<file path="src/rtl/max7219_pkg.sv">
// Shared MAX7219 frame definitions.
// Used by both the receiver and the transmitter.
package max7219_pkg;

    localparam logic [3:0] NOOP       = 4'h0;
    localparam logic [3:0] DIGIT0     = 4'h1;
    localparam logic [3:0] DECODE     = 4'h9;
    localparam logic [3:0] INTENSITY  = 4'hA;
    localparam logic [3:0] SCAN_LIMIT = 4'hB;
    localparam logic [3:0] SHUTDOWN   = 4'hC;
    localparam logic [3:0] TEST       = 4'hF;

    localparam int FRAME_BITS = 16;

    typedef enum logic [1:0] {
        FRAME_SHORT,
        FRAME_OK,
        FRAME_LONG
    } frame_kind_e;

    function automatic frame_kind_e classify(input logic [4:0] cnt);
        if (cnt < 5'(FRAME_BITS))
            return FRAME_SHORT;
        else if (cnt == 5'(FRAME_BITS))
            return FRAME_OK;
        else
            return FRAME_LONG;
    endfunction

endpackage

</file>
<file path="src/rtl/sync_edge_detect.sv">
// Multi-flop synchronizer with registered edge strobes.
// rise/fall are single-cycle pulses one cycle after level changes.
module sync_edge_detect #(
    parameter int STAGES = 2
) (
    input  logic clk,
    input  logic rst_n,
    input  logic d,
    output logic level,
    output logic rise,
    output logic fall
);

    logic [STAGES-1:0] sync_q;
    logic              prev_q;

    assign level = sync_q[STAGES-1];

    // Synchronize the pin and register its edges.
    always_ff @(posedge clk or negedge rst_n) begin
        if (!rst_n) begin
            sync_q <= '0;
            prev_q <= 1'b0;
            rise   <= 1'b0;
            fall   <= 1'b0;
        end else begin
            sync_q <= {sync_q[STAGES-2:0], d};
            prev_q <= level;
            rise   <= level & ~prev_q;
            fall   <= ~level & prev_q;
        end
    end

endmodule

</file>
<file path="src/rtl/max7219_receiver.sv">
// MAX7219-compatible serial receiver.
// Shifts 16-bit frames, latches them on LOAD, decodes registers.
module max7219_receiver
    import max7219_pkg::*;
#(
    parameter int SYNC_STAGES = 2
) (
    input  logic        i_clk,
    input  logic        i_reset_n,
    input  logic        i_serial_din,
    input  logic        i_serial_clk,
    input  logic        i_serial_load,
    output logic        o_serial_dout,
    output logic        o_frame_stb,
    output logic        o_frame_err,
    output logic [3:0]  o_addr,
    output logic [7:0]  o_data,
    output logic [63:0] o_digits,
    output logic [7:0]  o_decode_mode,
    output logic [3:0]  o_intensity,
    output logic [2:0]  o_scan_limit,
    output logic        o_shutdown_n,
    output logic        o_display_test
);

    logic din_lvl, din_rise, din_fall;
    logic sclk_lvl, sclk_rise, sclk_fall;
    logic load_lvl, load_rise, load_fall;
    logic unused_edges;

    logic [15:0] sr, sr_n;
    logic [4:0]  bit_cnt, cnt_n;
    logic        shift;
    logic [3:0]  addr_n;
    logic [7:0]  data_n;
    logic [2:0]  dig_idx;
    frame_kind_e kind;

    sync_edge_detect #(.STAGES(SYNC_STAGES)) u_din (
        .clk(i_clk), .rst_n(i_reset_n), .d(i_serial_din),
        .level(din_lvl), .rise(din_rise), .fall(din_fall)
    );

    sync_edge_detect #(.STAGES(SYNC_STAGES)) u_sclk (
        .clk(i_clk), .rst_n(i_reset_n), .d(i_serial_clk),
        .level(sclk_lvl), .rise(sclk_rise), .fall(sclk_fall)
    );

    sync_edge_detect #(.STAGES(SYNC_STAGES)) u_load (
        .clk(i_clk), .rst_n(i_reset_n), .d(i_serial_load),
        .level(load_lvl), .rise(load_rise), .fall(load_fall)
    );

    assign unused_edges = &{1'b0, din_rise, din_fall, sclk_lvl, load_fall};

    // Post-shift view of the frame, so a coincident load sees it.
    always_comb begin
        shift   = sclk_rise & ~load_lvl;
        sr_n    = sr;
        cnt_n   = bit_cnt;
        if (shift) begin
            sr_n = {sr[14:0], din_lvl};
            if (bit_cnt != 5'd31)
                cnt_n = bit_cnt + 5'd1;
        end
        kind    = classify(cnt_n);
        addr_n  = sr_n[11:8];
        data_n  = sr_n[7:0];
        dig_idx = 3'(addr_n - DIGIT0);
    end

    // Shift register, daisy-chain output and frame latch.
    always_ff @(posedge i_clk or negedge i_reset_n) begin
        if (!i_reset_n) begin
            sr             <= '0;
            bit_cnt        <= '0;
            o_serial_dout  <= 1'b0;
            o_frame_stb    <= 1'b0;
            o_frame_err    <= 1'b0;
            o_addr         <= '0;
            o_data         <= '0;
            o_digits       <= '0;
            o_decode_mode  <= '0;
            o_intensity    <= '0;
            o_scan_limit   <= '0;
            o_shutdown_n   <= 1'b0;
            o_display_test <= 1'b0;
        end else begin
            o_frame_stb <= 1'b0;
            o_frame_err <= 1'b0;
            sr          <= sr_n;
            bit_cnt     <= load_rise ? 5'd0 : cnt_n;
            if (sclk_fall)
                o_serial_dout <= sr[15];
            if (load_rise) begin
                o_frame_err <= (kind != FRAME_OK);
                if (kind != FRAME_SHORT) begin
                    o_frame_stb <= 1'b1;
                    o_addr      <= addr_n;
                    o_data      <= data_n;
                    unique case (1'b1)
                        (addr_n >= DIGIT0 && addr_n <= DIGIT0 + 4'd7):
                            o_digits[{dig_idx, 3'b000} +: 8] <= data_n;
                        (addr_n == DECODE):
                            o_decode_mode <= data_n;
                        (addr_n == INTENSITY):
                            o_intensity <= data_n[3:0];
                        (addr_n == SCAN_LIMIT):
                            o_scan_limit <= data_n[2:0];
                        (addr_n == SHUTDOWN):
                            o_shutdown_n <= data_n[0];
                        (addr_n == TEST):
                            o_display_test <= data_n[0];
                        default: ;
                    endcase
                end
            end
        end
    end

endmodule

</file>
<file path="config.mk">
export PLATFORM = sky130hd
export DESIGN_NAME = max7219_receiver
export DESIGN_NICKNAME = d
export VERILOG_FILES = /design/src/rtl/max7219_pkg.sv /design/src/rtl/sync_edge_detect.sv /design/src/rtl/max7219_receiver.sv
export SDC_FILE = /design/constraint.sdc
export NUM_CORES = 1
export LEC_CHECK = 0
export ABC_AREA = 0
export BUFFER_PORTS_ARGS = -buffer_cell sky130_fd_sc_hd__buf_2
export CAP_MARGIN = 20
export CORE_ASPECT_RATIO = 0.8
export CORE_MARGIN = 2
export CORE_UTILIZATION = 40
export CTS_BUF_LIST = sky130_fd_sc_hd__clkbuf_4 sky130_fd_sc_hd__clkbuf_8
export CTS_CLUSTER_SIZE = 24
export DETAILED_ROUTE_END_ITERATION = 6
export GPL_ROUTABILITY_DRIVEN = 0
export PLACE_DENSITY = 0.73
export SLEW_MARGIN = 10
export SYNTH_ARGS = -nofsm -noshare
export SYNTH_HDL_FRONTEND = slang
export SYNTH_SLANG_ARGS = --single-unit
</file>
<file path="constraint.sdc">
create_clock -name i_clk -period 2.95 [get_ports i_clk]
set_input_delay 0.1475 -clock i_clk [delete_from_list [all_inputs] [get_ports i_clk]]
set_output_delay 0.1475 -clock i_clk [all_outputs]
set_load 0.02 [all_outputs]
</file>
==> flow_summary.toml <==
[status]
status = "finished, final reports clean"

[synth]
synth-compound-area-share_pct = 4.91
yosys.area_share.simple_pct = 10.5
synth_edf_count = 0
synthArstFlopShare_pct = 100
synth_ff_type = "dfrtp_1"
synth_warnings = 0
syn-num-nets = 426
synth_top_family_by_area = "multiplexers"
yosysUniqueCellTypes = 42
ys_seq_area_share_pct = 59.5
yosys.area.top_type = "dfrtp_1"
synth.top_cell.area_share_pct = 59.5
synthAdderAreaFrac_pct = 1.40
yosys.area_share.xor_xnor_pct = 0.651
netlist_instances = 415
synthMuxAreaShare_pct = 19.3
synthTopCellsByArea = "dfrtp_1, mux2_2, mux2i_1"
syn_area_sq_mm = 0.00538
avgSynthCellArea_sq_um = 13.0
synth-seq-cells = 128

[route]
finalWirelength_microns = 12600
drtIter0Drc = 240
wl_per_cell_microns = 17.0
drc_errors = 0
vias = 3720
vias_per_cell = 5.01
ant_nets = 0
drt-pass1-iter-count = 4

[floorplan]
initial_core_util_pct = 41.3
dieArea_sq_mm = 0.0144
fp-row-count = 37
die_y_microns = 108
io_pins = 101
die_w_microns = 134
core-area_sq_mm = 0.0130

[flow_run]
drv_cap = 0

[setup_path]
crit_path_start_kind = "flip-flop"
worstPathRequired_ns = 3.28
cp-end-kind = "flip-flop"
cp_num_buf_inv = 3
max_stage_delay_ns = 0.45
critPathTopFamily = "multiplexers"
worstSetupPathType = "reg2reg"
path_max_fanout = 8
arrival_ns = 3.16
slowest_stage = "dfrtp_2"
cp_cell_sequence = "nor2b_4 > mux2_2 > inv_1 > buf_4 > ha_1 > nor3b_1 > o211ai_1 > o211ai_4 > nor4_4 > buf_4 > mux2_2"

[grt]
grt_max_degree = 62
grt-ovfl-total = 0
antenna_found_initial = 0
grt_pass1_vias = 3874
grt_pass1_wl_microns = 20500
grt_util_all_layers_pct = 18.7

[timing]
tightest_slew_ns = 0.772
finalSetupViolCount = 0
min_period_ns = 2.83
drv_slew = 0
fin_skew_ns = 0.0152
finalHoldViolations = 0
relSlewSlack_pct = 48.5
max_clock_freq_mhz = 353
fin_setup_tns_ns = 0
fin_crit_sh_pct = 96.1
rsz0062_at_grt = "false"

[place]
dp.cells = 703
dp_hpwl_microns = 8960
port_buffers = 100

[cts]
cts_root_buf = "clkbuf_8"
clk_pin_slew_ns = 0.07
numCtsBuffers = 17
clockBufferDepth = 2
ctsHtreeMaxLevel = 4
cts_tree = "yes"
clk_latency_ns = 0.45
cts.sinks = 128

[power_and_ir_drop]
power_density_mw_per_mm2 = 612
power_leakage_nw = 3.59
ir_worst_vdd_mv = 0.354

[layout]
stdcell_count = 742
diodes = 0
syn2layout_area_growth_pct = 26.4
final_layout_size_suffix_gt1_share_pct = 42.0
utilization_pct = 52.3
nNetsFinal = 565

[hold_path]
hold_class = "in2async"
-- power by group --
part           switching (mW)  total [mW]  internal [mW]
Sequential             0.0549        1.87           1.82
Combinational           0.434       0.638          0.204
Clock                   0.698        1.65          0.953
Total                    1.19        4.16           2.97
-- cell usage after synthesis, types with 2 or more instances --
library cell  number
dfrtp_1          128
mux2_2            61
inv_1             34
nor2_1            34
mux2i_1           27
a21oi_1           19
nand2_1           17
nand3_1           13
ha_1               6
mux2_1             6
nor2b_1            6
nor4_4             6
buf_2              5
nand2b_1           5
a31oi_1            4
nor3b_1            4
o21ai_0            4
a21o_1             3
buf_1              3
clkbuf_1           3
xor2_1             3
a21boi_0           2
buf_6              2
o311ai_1           2
-- final timing paths --
| path | startpoint | depth (start not counted) | slack, ns | endpoint |
|---|---|---|---|---|
| hold / removal | i_reset_n | 2 | 0.33 | o_intensity[0]$_DFFE_PN0P_ |
| max in group asynchronous | i_reset_n | 4 | 1.65 | bit_cnt[1]$_DFF_PN0_ |
| hold reg to reg | u_sclk.sync_q[0]$_DFF_PN0_ | 0 | 0.35 | u_sclk.sync_q[1]$_DFF_PN0_ |
| setup / recovery | u_load.sync_q[1]$_DFF_PN0_ | 11 | 0.12 | o_digits[17]$_DFFE_PN0P_ |
| min in group i_clk | u_sclk.sync_q[0]$_DFF_PN0_ | 0 | 0.35 | u_sclk.sync_q[1]$_DFF_PN0_ |
| setup reg to reg | u_load.sync_q[1]$_DFF_PN0_ | 11 | 0.12 | o_digits[17]$_DFFE_PN0P_ |
-- stage by stage --
step	total power [mW]	hold slack (ns)	worst slack, ns	area [sq um]
2_1_floorplan	2.23	-0.148	0.00991	5380
3_3_place_gp	2.49	0.258	0.130	6270
3_5_place_dp	2.52	0.257	0.0139	6270
4_1_cts	4.17	0.317	0.0265	6750
5_1_grt	4.34	0.346	0.00328	6800
6_report	4.16	0.327	0.116	6800
-- placed cells by master, fill, tap and decap left out, types with 2 or more instances in the layout --
cell and count:
a21boi_0 2, a21o_1 3, a21oi_1 18, a31oi_1 4, buf_12 3, buf_2 99, buf_4 26, bufinv_16 4
clkbuf_8 18, clkinv_2 2, clkinv_4 2, clkinvlp_4 4, dfrtp_1 127, dlygate4sd3_1 4, ha_1 5, inv_1 34
mux2_1 6, mux2_2 61, mux2i_1 27, nand2_1 17, nand2b_1 5, nand3_1 13, nor2_1 34, nor2b_1 5
nor3b_1 4, nor4_4 6, o21ai_0 4, o311ai_1 2, xor2_1 3
-- routing by layer --
metal | track usage [%] | routed length (microns)
met5 | 0 | 0
met4 | 6.91 | 214
met3 | 7.44 | 881
met2 | 28.6 | 5850
met1 | 24.1 | 5690
-- kinds of logic (layout without fill, tap and decap cells) --
family                   after synthesis  count (layout)
AO/OA/AOI/OAI                         41              41
multiplexers                          95              95
adder cells (fa/ha/maj)                6               6
flip-flops                           128             128
XOR/XNOR                               4               4
buffers and inverters                 47             199
AND/OR/NAND/NOR                       94              94
-- area by class of cell --
class	instances	area (sq um)
fillers	1132	6210
clock inverters	13	186
clock buffers	19	255
repair buffers	133	802
well taps	175	219
flip-flops and latches	128	3200
multi-input cells	240	2010
inverters	34	128
-- sequential cells by signal (all words and copies together), names as in the netlist, 2 cells and up --
signal,cells
o_intensity,4
sr,16
u_load.sync_q,2
u_din.sync_q,2
o_data,8
bit_cnt,5
u_sclk.sync_q,2
o_decode_mode,8
o_addr,4
o_digits,64
o_scan_limit,3
-- timing repair --
| action | 4_1_cts | 5_1_grt |
|---|---|---|
| hold buffers | 4 | 0 |
| buffers inserted | 0 | 3 |
| endpoints found under the hold margin | 63 | 0 |
| endpoints found under the setup margin | 4 | 43 |
| pin swaps | 0 | 2 |
| gates resized for setup | 1 | 6 |
Power figures use the tool's default switching activity.
